$ cat src/rtl/posit_stream_bridge.sv
// Byte-serial host bridge for a posit core: command/operand loader, start/done
// launch with a timeout, and byte-wise readback of the result plus optional operand echo.
module posit_stream_bridge #(
  parameter int POSIT_W     = 16,
  parameter int N_OPS       = 2,
  parameter int SYNC_STAGES = 2,
  parameter int TIMEOUT     = 255
) (
  input  logic                     clk,
  input  logic                     rst_n,
  input  logic [7:0]               data_in,
  input  logic                     wr_valid_i,
  output logic                     wr_ready_o,
  input  logic                     rd_ack_i,
  output logic                     rd_ready_o,
  output logic [7:0]               data_out,
  output logic [1:0]               core_op_o,
  output logic [N_OPS*POSIT_W-1:0] core_ops_o,
  output logic                     core_start_o,
  input  logic                     core_done_i,
  input  logic [POSIT_W-1:0]       core_res_i,
  output logic                     busy_o,
  output logic                     err_o
);

  localparam int BYTES    = POSIT_W / 8;
  localparam int OP_BYTES = N_OPS * BYTES;
  localparam int RD_MAX   = BYTES + OP_BYTES;
  localparam int OPS_W    = N_OPS * POSIT_W;
  localparam int WP_W     = $clog2(OP_BYTES) + 1;
  localparam int RP_W     = $clog2(RD_MAX) + 1;
  localparam int CNT_W    = $clog2(TIMEOUT + 1);

  localparam logic [WP_W-1:0]    WP_ONE      = WP_W'(1);
  localparam logic [WP_W-1:0]    WP_LAST     = WP_W'(OP_BYTES - 1);
  localparam logic [RP_W-1:0]    RP_ONE      = RP_W'(1);
  localparam logic [RP_W-1:0]    RP_LAST_RES = RP_W'(BYTES - 1);
  localparam logic [RP_W-1:0]    RP_LAST_DBG = RP_W'(RD_MAX - 1);
  localparam logic [CNT_W-1:0]   CNT_INIT    = CNT_W'(TIMEOUT);
  localparam logic [CNT_W-1:0]   CNT_ONE     = CNT_W'(1);
  localparam logic [POSIT_W-1:0] NAR         = {1'b1, {(POSIT_W-1){1'b0}}};

  // The read side is split into load/show/ack/release phases so that data_out
  // always settles one cycle ahead of rd_ready_o.
  typedef enum logic [2:0] {
    S_CMD,
    S_LOAD,
    S_EXEC,
    S_RD_LOAD,
    S_RD_SHOW,
    S_RD_ACK,
    S_RD_REL
  } state_t;

  state_t state, state_d;

  logic [SYNC_STAGES-1:0] wv_sync, ra_sync;
  logic                   wv, ra;

  logic                   wr_ready_d, rd_ready_d, start_d, err_d;
  logic                   dbg_q, dbg_d;
  logic [7:0]             data_out_d;
  logic [1:0]             op_d;
  logic [OPS_W-1:0]       ops_d;
  logic [WP_W-1:0]        wp, wp_d;
  logic [RP_W-1:0]        rp, rp_d, rp_inc, rp_last;
  logic [CNT_W-1:0]       cnt, cnt_d;
  logic [POSIT_W-1:0]     res_q, res_d;
  logic [RD_MAX*8-1:0]    rd_vec;

  function automatic logic [OPS_W-1:0] put_byte(input logic [OPS_W-1:0] vec,
                                                 input logic [WP_W-1:0]  idx,
                                                 input logic [7:0]       b);
    put_byte = vec;
    for (int i = 0; i < OP_BYTES; i++) begin
      if (idx == WP_W'(i)) put_byte[i*8 +: 8] = b;
    end
  endfunction

  function automatic logic [7:0] pick_byte(input logic [RD_MAX*8-1:0] vec,
                                           input logic [RP_W-1:0]     idx);
    pick_byte = 8'h00;
    for (int i = 0; i < RD_MAX; i++) begin
      if (idx == RP_W'(i)) pick_byte = vec[i*8 +: 8];
    end
  endfunction

  always_ff @(posedge clk or negedge rst_n) begin
    if (!rst_n) begin
      wv_sync <= '0;
      ra_sync <= '0;
    end else begin
      wv_sync <= {wv_sync[SYNC_STAGES-2:0], wr_valid_i};
      ra_sync <= {ra_sync[SYNC_STAGES-2:0], rd_ack_i};
    end
  end

  assign wv      = wv_sync[SYNC_STAGES-1];
  assign ra      = ra_sync[SYNC_STAGES-1];
  assign busy_o  = (state != S_CMD);
  assign rd_vec  = {core_ops_o, res_q};
  assign rp_inc  = rp + RP_ONE;
  assign rp_last = dbg_q ? RP_LAST_DBG : RP_LAST_RES;

  always_comb begin
    state_d    = state;
    wr_ready_d = wr_ready_o;
    rd_ready_d = rd_ready_o;
    data_out_d = data_out;
    op_d       = core_op_o;
    ops_d      = core_ops_o;
    start_d    = 1'b0;
    err_d      = err_o;
    dbg_d      = dbg_q;
    wp_d       = wp;
    rp_d       = rp;
    cnt_d      = cnt;
    res_d      = res_q;

    case (state)
      S_CMD: begin
        if (wv && wr_ready_o) begin
          wr_ready_d = 1'b0;
          if (data_in[1:0] == 2'b11) begin
            err_d = 1'b1;
          end else begin
            err_d   = 1'b0;
            op_d    = data_in[1:0];
            dbg_d   = data_in[7];
            wp_d    = '0;
            state_d = S_LOAD;
          end
        end else if (!wv && !wr_ready_o) begin
          wr_ready_d = 1'b1;
        end
      end

      S_LOAD: begin
        if (wv && wr_ready_o) begin
          wr_ready_d = 1'b0;
          ops_d      = put_byte(core_ops_o, wp, data_in);
          if (wp == WP_LAST) begin
            start_d = 1'b1;
            cnt_d   = CNT_INIT;
            state_d = S_EXEC;
          end else begin
            wp_d = wp + WP_ONE;
          end
        end else if (!wv && !wr_ready_o) begin
          wr_ready_d = 1'b1;
        end
      end

      // Done is checked before the timeout so a same-cycle arrival still counts.
      S_EXEC: begin
        if (core_done_i) begin
          res_d   = core_res_i;
          rp_d    = '0;
          state_d = S_RD_LOAD;
        end else if (cnt == CNT_ONE) begin
          res_d   = NAR;
          err_d   = 1'b1;
          rp_d    = '0;
          state_d = S_RD_LOAD;
        end else begin
          cnt_d = cnt - CNT_ONE;
        end
      end

      S_RD_LOAD: begin
        data_out_d = pick_byte(rd_vec, rp);
        state_d    = S_RD_SHOW;
      end

      S_RD_SHOW: begin
        rd_ready_d = 1'b1;
        state_d    = S_RD_ACK;
      end

      S_RD_ACK: begin
        if (ra) begin
          rd_ready_d = 1'b0;
          state_d    = S_RD_REL;
        end
      end

      S_RD_REL: begin
        if (!ra) begin
          if (rp == rp_last) begin
            wr_ready_d = 1'b1;
            state_d    = S_CMD;
          end else begin
            rp_d       = rp_inc;
            data_out_d = pick_byte(rd_vec, rp_inc);
            state_d    = S_RD_SHOW;
          end
        end
      end

      default: state_d = S_CMD;
    endcase
  end

  always_ff @(posedge clk or negedge rst_n) begin
    if (!rst_n) begin
      state        <= S_CMD;
      wr_ready_o   <= 1'b1;
      rd_ready_o   <= 1'b0;
      data_out     <= '0;
      core_op_o    <= '0;
      core_ops_o   <= '0;
      core_start_o <= 1'b0;
      err_o        <= 1'b0;
      dbg_q        <= 1'b0;
      wp           <= '0;
      rp           <= '0;
      cnt          <= '0;
      res_q        <= '0;
    end else begin
      state        <= state_d;
      wr_ready_o   <= wr_ready_d;
      rd_ready_o   <= rd_ready_d;
      data_out     <= data_out_d;
      core_op_o    <= op_d;
      core_ops_o   <= ops_d;
      core_start_o <= start_d;
      err_o        <= err_d;
      dbg_q        <= dbg_d;
      wp           <= wp_d;
      rp           <= rp_d;
      cnt          <= cnt_d;
      res_q        <= res_d;
    end
  end

endmodule

$ cat config.mk
export PLATFORM = sky130hd
export DESIGN_NAME = posit_stream_bridge
export DESIGN_NICKNAME = d
export VERILOG_FILES = /design/src/rtl/posit_stream_bridge.sv
export SDC_FILE = /design/constraint.sdc
export NUM_CORES = 1
export LEC_CHECK = 0
export CAP_MARGIN = 30
export CORE_ASPECT_RATIO = 1.25
export CORE_UTILIZATION = 30
export CTS_BUF_LIST = sky130_fd_sc_hd__clkbuf_8
export CTS_CLUSTER_DIAMETER = 30
export CTS_CLUSTER_SIZE = 24
export DETAILED_ROUTE_END_ITERATION = 8
export DONT_BUFFER_PORTS = 1
export SETUP_SLACK_MARGIN = 0.4
export SYNTH_ARGS = -nofsm -noshare
export SYNTH_HDL_FRONTEND = slang
export SYNTH_SLANG_ARGS = --single-unit
$ cat constraint.sdc
create_clock -name clk -period 6.23 [get_ports clk]
set_clock_uncertainty 0.05 [all_clocks]
set_input_delay 0.3115 -clock clk [delete_from_list [all_inputs] [get_ports clk]]
set_output_delay 0.3115 -clock clk [all_outputs]
set_load 0.02 [all_outputs]
Word-level counts from Yosys, hierarchy flattened
Index checks and enable logic that the tools add are counted.

Flip-flop bits (word level): 85. Input bits: 29. Output and inout bits: 47. Logic and storage cells: 148.

Add/subtract/negate cells: 3. Eq/ne operators: 36. Mux-type cells: 58. Bitwise operators: 1. Reduce and logical (&&, ||, !) cells: 32.

Operators with widths (count): $mux W8 (18); $mux W3 (14); $mux W16 (2); $pmux W8 S2 (2); $ne A2 B2 Y1 const B (12); $pmux W3 S7 (1); $reduce_and A3 Y1 (6); $eq A4 B2 Y1 const B (4); $eq A4 B3 Y1 const B (4); $mux W4 (4); $reduce_bool A2 Y1 (8); $eq A3 B2 Y1 const B (4); $mux W1 (12); $reduce_and A4 Y1 (3); $reduce_and A5 Y1 (2); $eq A3 B3 Y1 const B (3); $eq A4 B1 Y1 const B (2); $eq A8 B1 Y1 const B (1); $logic_not A4 Y1 (2); $pmux W4 S2 (1); $sub A8 B1 Y8 const B (1); $reduce_and A7 Y1 (1); $eq A3 B1 Y1 const B (2); $logic_not A3 Y1 (2); other kinds (14) (19).

Depth between registers and ports, before layout
Gate-level depths: netlist of run 1.

Depth in word-level cells: 11. Depth in mapped cells: 10. Gate-level depth less buffers: 7.

Worst setup path before layout of run 1
OpenSTA, ideal clock, no wires.

Path type: register -> register. Start point: register rp[0]. End point: register data_out[1]. Setup time: 0.126 ns. Data arrival time: 1.932 ns. Data required time: 6.054 ns. Setup slack: 4.122 ns. Stages on the path, launching flop included: 9. Buffers on the path: 2. Period minus slack after synthesis: 2.108 ns. Cell sequence: dfrtp_1 inv_1 ha_1 buf_2 and3_1 clkbuf_1 a2111oi_0 nor3_1 a221o_1.

Cells in the longest elaborated chain, start to end: 11. Elaborated cells on any way between the ends: 31. Classes of those cells: add/sub: 1; eq/ne: 12; mux: 15; reduce/logical: 3.

RTL lines: start: declaration (line 66) `logic [RP_W-1:0] rp, rp_d, rp_inc, rp_last;`; start signal: assignment (line 230) `rp <= rp_d;`; $add A4 B1 Y4 (line 102) `assign rp_inc = rp + RP_ONE;`; $logic_not A4 Y1 (line 84) `if (idx == RP_W'(i)) pick_byte = vec[i*8 +: 8];`; $mux W8 (6 in series) (line 84); $mux W8 (line 189) `if (rp == rp_last) begin`; $mux W8 (line 188) `if (!ra) begin`; $pmux W8 S2 (line 120) `case (state)`; end signal: assignment (line 223) `data_out <= data_out_d;`; end: declaration (line 16) `output logic [7:0] data_out,`.

Parallel ways exist; a longest one is shown, timed or not. The select of a mux whose other input is x is not followed. A chain may end at the register's enable or synchronous reset.

Final worst setup path of run 1
Start point: register rp[0]. End point: register data_out[4].

The elaborated chain is that of the path after synthesis.

==> flow_metrics.py, run 1 <==
metrics = {
    "global_route": {
        "grt_start_max_net_pins": 86,
        "grt.overflow.total": 0,
        "gr-usage-all-layers": 0.168,
        "grt_first_pass_wirelength_um": 20200,
        "grt_antenna_before_repair": 0,
        "grt_pass1_vias": 3515,
    },
    "placed_design": {
        "number_of_port_buffers": 0,
        "place_hpwl_um": 9210,
        "detailedPlace.worstSlack_ns": 3.60,
        "gp_congestion": 0.904,
    },
    "synthesis": {
        "seq_total_area_yosys": 0.468,
        "syn-mean-instance-area_um2": 9.80,
        "netlist_instances": 464,
        "synth_commonest_cells": "84 x dfrtp_1, 64 x nand2_1, 41 x a21oi_1",
        "synth_top_flop_cell": "dfrtp_1",
        "yosys_warnings": 0,
        "synthDominantAreaCellType": "dfrtp_1",
        "netlist_top_cells_area": "dfrtp_1 46%, mux2_2 6.7%, nand2_1 5.3%",
        "synth-seq-cells": 85,
        "synth-async-reset-ratio": 1.00,
        "yosysMostFrequentCell": "dfrtp_1",
        "synthesis.area_um2": 4550,
        "syn-num-nets": 506,
        "netlist.area_leader.share": 0.462,
        "synth_enable_flop_cells": 0,
        "post_synth_num_cell_types": 57,
    },
    "setup_path": {
        "worstPathRequired_ns": 6.43,
        "reg2reg_from": "rp[0]",
        "path_delay_family": "compound AO/OA/AOI/OAI gates",
        "cp_slowest_cell": "ha_1",
        "timing.critical_path.to_type": "flop",
        "timing.critical_path.from": "rp[0]",
        "critical_path_arrival_ns": 2.90,
        "critical_path_buf_inv_count": 1,
        "critical_path.max_stage_delay_ns": 0.86,
        "path_max_fanout": 32,
        "startpoint_type": "flop",
        "path_class": "flop to flop",
        "crit_chain": "inv_1 -> ha_1 -> a221oi_1 -> a2111oi_0 -> nor3_1 -> a221o_1",
    },
    "routing": {
        "post-route-drc-count": 2,
        "drt_pre_antenna_iters": 7,
        "wl_per_cell_um": 19.7,
        "drt-total-wl_um": 12700,
        "drt_first_iter_violations": 288,
        "drtAntennaViolNets": 0,
        "vias": 3629,
        "vias_per_cell": 5.64,
    },
    "die": {
        "die_height_um": 140,
        "ioPinCount": 76,
        "std_cell_rows": 49,
        "floorplan.die.width_um": 112,
        "initial_utilization": 0.312,
        "dieArea_um2": 15700,
        "coreArea_um2": 14600,
    },
    "timing": {
        "max_slew.worst_pin.slew_ns": 1.03,
        "setup_ws_ns": 3.54,
        "maxClockFrequency_mhz": 371,
        "rsz_0062_raised_after_global_routing": "false",
        "setup_viol": 0,
        "worst_slew_margin_rel": 0.310,
        "totalNegativeSetupSlack_ns": 0,
        "final_hold_violations": 0,
        "finalWorstPathRequiredPeriod_ns": 2.69,
        "slew_violations": 0,
        "post-route-period-util": 0.432,
    },
    "cts": {
        "clock_sinks": 85,
        "htree_num_levels": 3,
        "cts.clk_slew.worst_paths_ns": 0.08,
        "post_cts.repair.setup_buffers": 0,
        "clock_insertion_delay_worst_skew_ns": 0.36,
        "numCtsBuffers": 9,
        "cts.root.buffer_cell": "clkbuf_8",
        "clockBufferDepth": 2,
        "cts_tree": "built",
    },
    "flow_run": {
        "max-cap-violations": 0,
    },
    "layout": {
        "area_delta_synth_final_pct": 9.52,
        "insertedDiodeCount": 0,
        "nets": 503,
        "final_layout_size_suffix_gt1_frac": 0.129,
        "n_fill_cell": 1481,
    },
    "power": {
        "power_density_nw_per_um2": 531,
        "worst_ir_drop_vdd_uv": 179,
        "power.static_leakage_nw": 2.06,
    },
    "outcome": {
        "failing_checks": "DRC",
        "status": "complete, but fails checks",
    },
    "hold_path": {
        "hold_path_startpoint": "core_res_i[6]",
        "timing.hold.worst.class": "input port to flop",
    },
}
-- per-stage QoR --
step,power [mW],hold slack [ns],util,instances,area (um2)
floorplan,1.97,-0.0341,-,464,4550
global placement,2.20,-0.0302,0.319,616,4650
detailed placement,2.23,-0.0318,0.319,616,4650
CTS,2.65,0.00263,0.341,643,4970
global route,2.82,0.00922,0.341,644,4980
finish,2.64,0.0321,0.341,644,4980
-- state kept, by name, indices dropped and copies added, names as in the netlist --
signal	count
dbg_q	1
core_start_o	1
wp	3
state	3
wr_ready_o	1
wv_sync	2
data_out	8
core_ops_o	32
err_o	1
cnt	8
ra_sync	2
rp	4
rd_ready_o	1
core_op_o	2
res_q	16
-- worst paths after layout --
path / to / slack (ns) / cells after the start
min in group asynchronous: data_out[4] / 0.46 / 2
max in group asynchronous: wr_ready_o / 5.27 / 2
max: data_out[4] / 3.54 / 6
min: res_q[6] / 0.03 / 1
min reg2reg: wv_sync[1] / 0.30 / 0
max reg2reg: data_out[4] / 3.54 / 6
-- area by class of cell --
type,instances,area (um2),share of cell area
repair buffers,16,168,0.0337
clock buffers,10,138,0.0276
flip-flops and latches,85,2130,0.427
well taps,178,223,0.0447
multi-input cells,327,2190,0.439
clock inverters,6,55.1,0.0111
inverters,22,82.6,0.0166
-- metal layers --
metal  wire (um)  vias up  GRT usage
met5           0        -          0
met3         867       34     0.0427
met4         450        0     0.0814
met1        5120     1769      0.206
li1            -     1675          -
met2        6220      151      0.275
-- report_power, final --
group	total (mW)	switching (mW)	internal [mW]
clock	0.389	0.197	0.192
combinational	0.978	0.547	0.431
sequential	1.28	0.496	0.780
total	2.64	1.24	1.40
-- kinds of logic (layout without fill, tap and decap cells) --
group,Yosys count,count (layout),share of synthesized area
AOI/OAI and AO/OA,149,149,0.221
and+or+nand+nor,129,129,0.138
DFF,85,85,0.468
buffers and inverters,52,54,0.0512
muxes,28,28,0.0691
adders and majority gates,13,13,0.0358
xor gates and xnor gates,8,8,0.0171
-- placed cells by master (no fill, tap or decap), types with 4 or more instances in the layout --
cell,netlist,layout
a22oi_1,8,8
nand3_1,11,11
nor2_1,11,11
mux2_2,27,27
dlygate4sd3_1,0,11
buf_4,2,4
ha_1,13,13
a221o_1,5,5
nand3b_1,7,7
a21oi_1,41,41
o21a_1,5,5
nand2_1,64,64
xor2_1,5,5
a221oi_1,8,8
a2111oi_0,5,5
o22ai_1,5,5
and3_1,6,6
dfrtp_1,84,84
nor3_1,11,11
inv_1,21,23
o21ai_0,32,31
a22o_1,16,16
clkbuf_8,0,10
-- timing repair --
action                                 4_1_cts  5_1_grt
endpoints found under the hold margin       94        1
hold buffers                                11        1
gates resized for setup                      0        0
(Power assumes the default switching activity.)
==> run 2, diff against run 1 <==
==> constraint.sdc (replaced) <==
create_clock -name clk -period 2.45 [get_ports clk]
set_clock_uncertainty 0.05 [all_clocks]
set_input_delay 0.1225 -clock clk [delete_from_list [all_inputs] [get_ports clk]]
set_output_delay 0.1225 -clock clk [all_outputs]
set_load 0.02 [all_outputs]
==> run 2 against run 1 <==
Via count increased by 6.7%. Worst setup slack got worse by 3.1 ns. Power increased to 2.8 times the previous value. Largest power group unchanged. The flow finishes with violations (DRC, hold timing). Core utilization increased by 3.8 points. Critical path depth increased by 2. Sequential power increased to 2.6 times the previous value.
==> flow_metrics.py, run 2 (same netlist as run 1, synthesis figures left out) <==
metrics = {
    "layout": {
        "footprint_of_the_flip_flops_and_latches_um2": 2130,
        "nets": 541,
        "final_layout_size_suffix_gt1_frac": 0.225,
        "most-common-layout-cells": "80 x dfrtp_1, 64 x nand2_1, 39 x a21oi_1, 28 x o21ai_0",
        "insertedDiodeCount": 0,
        "multi_input_area_um2": 2440,
        "most_frequent_standard_cell_in_the_layout_excluding_fill_and_tap_cells": "dfrtp_1",
        "largest_reg_flops": 32,
        "top_regs": "core_ops_o x32, res_q x16",
        "design_area_um2": 5540,
        "top_register": "core_ops_o",
        "n_fill_cell": 1448,
        "area_delta_synth_final_pct": 21.8,
    },
    "setup_path": {
        "crit_chain": "buf_4 -> ha_4 -> buf_6 -> a21oi_4 -> a221oi_4 -> a2111oi_4 -> nor3_2 -> a221o_1",
        "worstPathRequired_ns": 2.66,
        "critical_path.max_stage_delay_ns": 0.45,
        "path_delay_family": "compound AO/OA/AOI/OAI gates",
        "critical_path_arrival_ns": 2.27,
        "cp_slowest_cell": "dfrtp_2",
        "startpoint_type": "flop",
        "timing.critical_path.to_type": "flop",
        "path_max_fanout": 12,
        "path_class": "flop to flop",
        "critical_path_buf_inv_count": 2,
    },
    "global_route": {
        "grt_pass1_vias": 3705,
        "gr-usage-met2": 0.295,
        "groute.layer.met1.usage": 0.231,
        "grt.overflow.total": 0,
        "top_usage_layer": "met2",
        "grt_start_max_net_pins": 86,
        "groute.layer.met3.usage": 0.0366,
        "gr-usage-all-layers": 0.180,
        "grt_first_pass_wirelength_um": 21700,
        "grt_antenna_before_repair": 0,
    },
    "die": {
        "initial_utilization": 0.312,
        "die_height_um": 140,
        "dieArea_um2": 15700,
        "floorplan.die.width_um": 112,
        "std_cell_rows": 49,
        "ioPinCount": 76,
        "coreArea_um2": 14600,
    },
    "routing": {
        "post-route-drc-count": 4,
        "drt_first_iter_violations": 405,
        "drt-total-wl_um": 13900,
        "vias": 3871,
        "wl_per_cell_um": 20.4,
        "drt_pre_antenna_iters": 9,
        "drtAntennaViolNets": 0,
        "vias_per_cell": 5.68,
    },
    "timing": {
        "totalNegativeSetupSlack_ns": 0,
        "finalWorstPathRequiredPeriod_ns": 2.06,
        "worst_slew_margin_rel": 0.671,
        "finalHoldWorstSlack_ns": -0.618,
        "setup_viol": 0,
        "final_hold_violations": 85,
        "slew_violations": 0,
        "max_slew.worst_pin.slew_ns": 0.492,
        "rsz_0062_raised_after_global_routing": "true",
        "maxClockFrequency_mhz": 485,
        "post-route-period-util": 0.841,
    },
    "outcome": {
        "status": "complete, but fails checks",
        "failing_checks": "DRC, hold timing",
    },
    "power": {
        "power.static_leakage_nw": 2.25,
        "power_density_nw_per_um2": 1360,
        "worst_ir_drop_vdd_uv": 433,
    },
    "placed_design": {
        "dpl-instance-area_um2": 4770,
        "number_of_port_buffers": 0,
        "gp_congestion": 0.845,
        "place_hpwl_um": 9710,
    },
    "flow_run": {
        "max-cap-violations": 0,
    },
    "cts": {
        "clock_insertion_delay_worst_skew_ns": 0.37,
        "htree_num_levels": 3,
        "clockBufferDepth": 2,
        "cts.root.buffer_cell": "clkbuf_8",
        "cts_tree": "built",
        "numCtsBuffers": 9,
        "cts.clk_slew.worst_paths_ns": 0.09,
        "hold_buffers": 27,
        "clock_sinks": 85,
    },
    "hold_path": {
        "timing.hold.worst.class": "input port to asynchronous set/reset pin",
    },
}
run 2: cell types whose count changed in the layout (fill, tap and decap cells not counted), moves of 4 or more:
cell           delta
dfrtp_2           +4
buf_4            +22
a221oi_1          -5
a2111oi_0         -5
ha_1              -5
dlygate4sd3_1    +16
dfrtp_1           -4
run 2: cell type report:
type,count,share of cell area
Inverter,22,0.0149
Sequential cell,85,0.385
Clock inverter,6,0.0102
Multi-Input combinational cell,327,0.441
Tap cell,178,0.0402
Clock buffer,9,0.0224
Timing Repair Buffer,54,0.0861
run 2: worst paths after layout:
path	from	cells after the start	slack [ns]	end
setup reg to reg	rp[0]	8	0.39	data_out[3]
setup / recovery	rp[0]	8	0.39	data_out[3]
max in group asynchronous	rst_n	0	2.79	wr_ready_o
hold reg to reg	wv_sync[0]	0	0.31	wv_sync[1]
hold / removal	rst_n	0	-0.62	cnt[5]
min in group clk	core_done_i	3	0.02	err_o
run 2: per-layer routing:
metal / share of wire / wire [um]
met5: 0 / 0
met4: 0.022 / 312
met3: 0.066 / 913
met2: 0.49 / 6770
met1: 0.43 / 5910
run 2: metrics by stage:
step | hold WS (ns) | std cells | power, mW | util | setup slack, ns
finish | -0.618 | 681 | 7.52 | 0.379 | 0.389
CTS | -0.626 | 674 | 7.01 | 0.361 | 0.408
global route | -0.638 | 681 | 7.99 | 0.379 | 0.318
floorplan | -0.223 | 464 | 5.01 | - | 0.390
detailed placement | -0.222 | 632 | 5.89 | 0.327 | 0.156
global placement | -0.221 | 632 | 5.82 | 0.327 | 0.203
run 2: timing repair:
action                                  4_1_cts  5_1_grt
gates cloned                                  0        0
setup buffers                                 0        7
resized for setup                            13       40
pin swaps                                     0        7
hold endpoints to repair                    138       85
endpoints found under the setup margin        8       35
run 2: where the power goes:
group	switching, mW	total (mW)	internal (mW)	leakage (nW)
Sequential	1.29	3.28	1.99	0.997
Combinational	1.73	3.28	1.55	1.16
Clock	0.503	0.960	0.456	0.0960
Total	3.52	7.52	4.00	2.25
==> run 3, diff against run 2 <==
==> constraint.sdc (replaced) <==
create_clock -name clk -period 1.8 [get_ports clk]
set_clock_uncertainty 0.05 [all_clocks]
set_input_delay 0.09 -clock clk [delete_from_list [all_inputs] [get_ports clk]]
set_output_delay 0.09 -clock clk [all_outputs]
set_load 0.02 [all_outputs]
==> run 3 against run 2 <==
The run ends with DRC, hold timing, setup timing left. Global-route usage up 2.3 points. Die area did not move. Routed wire length grew 15%. Worst hold slack got worse by 0.030 ns. Sequential cell count stayed put. Critical path depth decreased by 1. Largest cell class unchanged. Largest power group is now combinational logic.
==> flow_metrics.py, run 3 (same netlist as run 1, synthesis figures left out) <==
metrics = {
    "outcome": {
        "status": "complete, but fails checks",
        "failing_checks": "DRC, hold timing, setup timing",
    },
    "timing": {
        "max_slew.worst_pin.slew_ns": 0.448,
        "worst_slew_margin_rel": 0.699,
        "rsz_0062_raised_after_global_routing": "true",
        "setup_viol": 15,
        "finalHoldWorstSlack_ns": -0.649,
        "slew_violations": 0,
        "setup_ws_ns": -0.161,
        "maxClockFrequency_mhz": 510,
        "finalWorstPathRequiredPeriod_ns": 1.96,
        "post-route-period-util": 1.09,
        "final_hold_violations": 85,
    },
    "cts": {
        "cts.root.buffer_cell": "clkbuf_8",
        "clock_insertion_delay_worst_skew_ns": 0.37,
        "cts.clk_slew.worst_paths_ns": 0.09,
        "clockBufferDepth": 2,
        "cts_tree": "built",
        "htree_num_levels": 3,
        "hold_buffers": 27,
        "clock_sinks": 85,
        "numCtsBuffers": 9,
    },
    "placed_design": {
        "dpl-instance-area_um2": 5400,
        "number_of_port_buffers": 0,
        "place_hpwl_um": 10500,
        "gp_congestion": 0.803,
    },
    "power": {
        "p_total_mw": 12.8,
        "pwr-share-comb": 0.560,
        "switching_share": 0.450,
        "power_density_nw_per_um2": 1820,
        "cellInternalPower_mw": 7.07,
        "power.static_leakage_nw": 2.97,
        "power_switching_mw": 5.78,
        "worst_ir_drop_vdd_uv": 523,
        "proportion_of_power_drawn_by_flip_flops_and_latches": 0.333,
        "share_clk_of_total_power": 0.107,
    },
    "global_route": {
        "grt.overflow.total": 0,
        "gr-usage-all-layers": 0.203,
        "grt_first_pass_wirelength_um": 24500,
        "grt_start_max_net_pins": 86,
        "grt_antenna_before_repair": 0,
        "grt_pass1_vias": 4241,
    },
    "hold_path": {
        "timing.hold.worst.class": "input port to asynchronous set/reset pin",
    },
    "setup_path": {
        "critical_path_arrival_ns": 2.17,
        "path_max_fanout": 7,
        "critical_path.max_stage_delay_ns": 0.50,
        "cp_slowest_cell": "dfrtp_2",
        "critical_path_buf_inv_count": 2,
        "startpoint_type": "flop",
        "path_class": "flop to flop",
        "timing.critical_path.to_type": "flop",
        "path_delay_family": "compound AO/OA/AOI/OAI gates",
        "worstPathRequired_ns": 2.01,
        "crit_chain": "ha_4 -> buf_6 -> a211oi_4 -> o21ai_1 -> buf_4 -> o21a_1 -> a221o_1",
    },
    "layout": {
        "nets": 621,
        "most-common-layout-cells": "78 x dfrtp_1, 64 x buf_4, 47 x nand2_1, 29 x a21oi_1, 29 x buf_6",
        "top_regs": "core_ops_o x32, res_q x16",
        "n_fill_cell": 1284,
        "area_delta_synth_final_pct": 54.9,
        "design_area_um2": 7040,
        "final_layout_size_suffix_gt1_frac": 0.454,
        "finalCoreUtilization": 0.483,
        "insertedDiodeCount": 0,
        "largest_reg_flops": 32,
        "most_frequent_standard_cell_in_the_layout_excluding_fill_and_tap_cells": "dfrtp_1",
        "top_register": "core_ops_o",
    },
    "die": {
        "initial_utilization": 0.312,
        "coreArea_um2": 14600,
        "ioPinCount": 76,
        "dieArea_um2": 15700,
        "die_height_um": 140,
        "std_cell_rows": 49,
        "floorplan.die.width_um": 112,
    },
    "routing": {
        "drt-total-wl_um": 16000,
        "vias_per_cell": 5.46,
        "vias": 4162,
        "drt_first_iter_violations": 168,
        "drt_pre_antenna_iters": 6,
        "drtAntennaViolNets": 0,
        "wl_per_cell_um": 21.0,
        "post-route-drc-count": 2,
    },
    "flow_run": {
        "max-cap-violations": 0,
    },
}
run 3: cell count changes in the layout (fill, tap and decap cells not counted), sizes merged:
cell	change
buf	+75
bufinv	-1
inv	-1
clkbuf	+8
run 3: final timing paths:
check                            startpoint          end  slack, ns  cells after the start
min in group clk                core_done_i        err_o       0.06                      3
worst min-delay path                  rst_n   wv_sync[0]      -0.65                      0
worst max register to register        rp[0]  data_out[1]      -0.16                      7
max in group asynchronous             rst_n   wr_ready_o       2.16                      0
worst min register to register   wv_sync[0]   wv_sync[1]       0.31                      0
worst max-delay path                  rp[0]  data_out[1]      -0.16                      7
run 3: worst reg2reg max path, delay by kind of cell (launching register included):
kind	cells	cell delay [ns]
flip-flops	1	0.50
adder cells (fa/ha/maj)	1	0.21
AO/OA/AOI/OAI	4	0.81
buffers and inverters	2	0.28
run 3: final cells by class:
type	count	area [um2]	share of cell area
clock buffers	12	165	0.0234
inverters	22	100	0.0142
multi-input cells	327	3010	0.428
flip-flops and latches	85	2140	0.303
repair buffers	134	1380	0.196
clock inverters	4	30.0	0.00426
well taps	178	223	0.0316
run 3: power by group through the flow:
stage | clock (mW) | combinational (mW) | sequential, mW
2_1_floorplan | 0 | 3.47 | 3.95
5_1_grt | 1.47 | 7.74 | 4.38
3_3_place_gp | 0 | 4.97 | 4.19
6_report | 1.37 | 7.20 | 4.28
4_1_cts | 1.39 | 6.01 | 4.20
3_5_place_dp | 0 | 5.05 | 4.21
run 3: timing repair:
item                                    CTS  global route
cloned                                    4             6
resized for setup                        97            91
endpoints found under the setup margin   81            81
buffers inserted                         23             9
pin swaps                                20            40
endpoints found under the hold margin   138            85
run 3: routing by layer:
layer	share of wire	GRT usage
met1	0.39	0.237
met2	0.53	0.358
met3	0.049	0.0418
met4	0.032	0.0884
met5	0	0
run 3: metrics by stage:
step	setup WS, ns	TNS, ns	std cells	hold slack [ns]
6_report	-0.161	-1.18	762	-0.649
5_1_grt	-0.248	-2.70	762	-0.673
3_5_place_dp	-0.221	-1.38	677	-0.254
3_3_place_gp	-0.216	-1.17	677	-0.254
2_1_floorplan	-0.0946	-0.439	464	-0.256
4_1_cts	-0.171	-1.13	747	-0.665
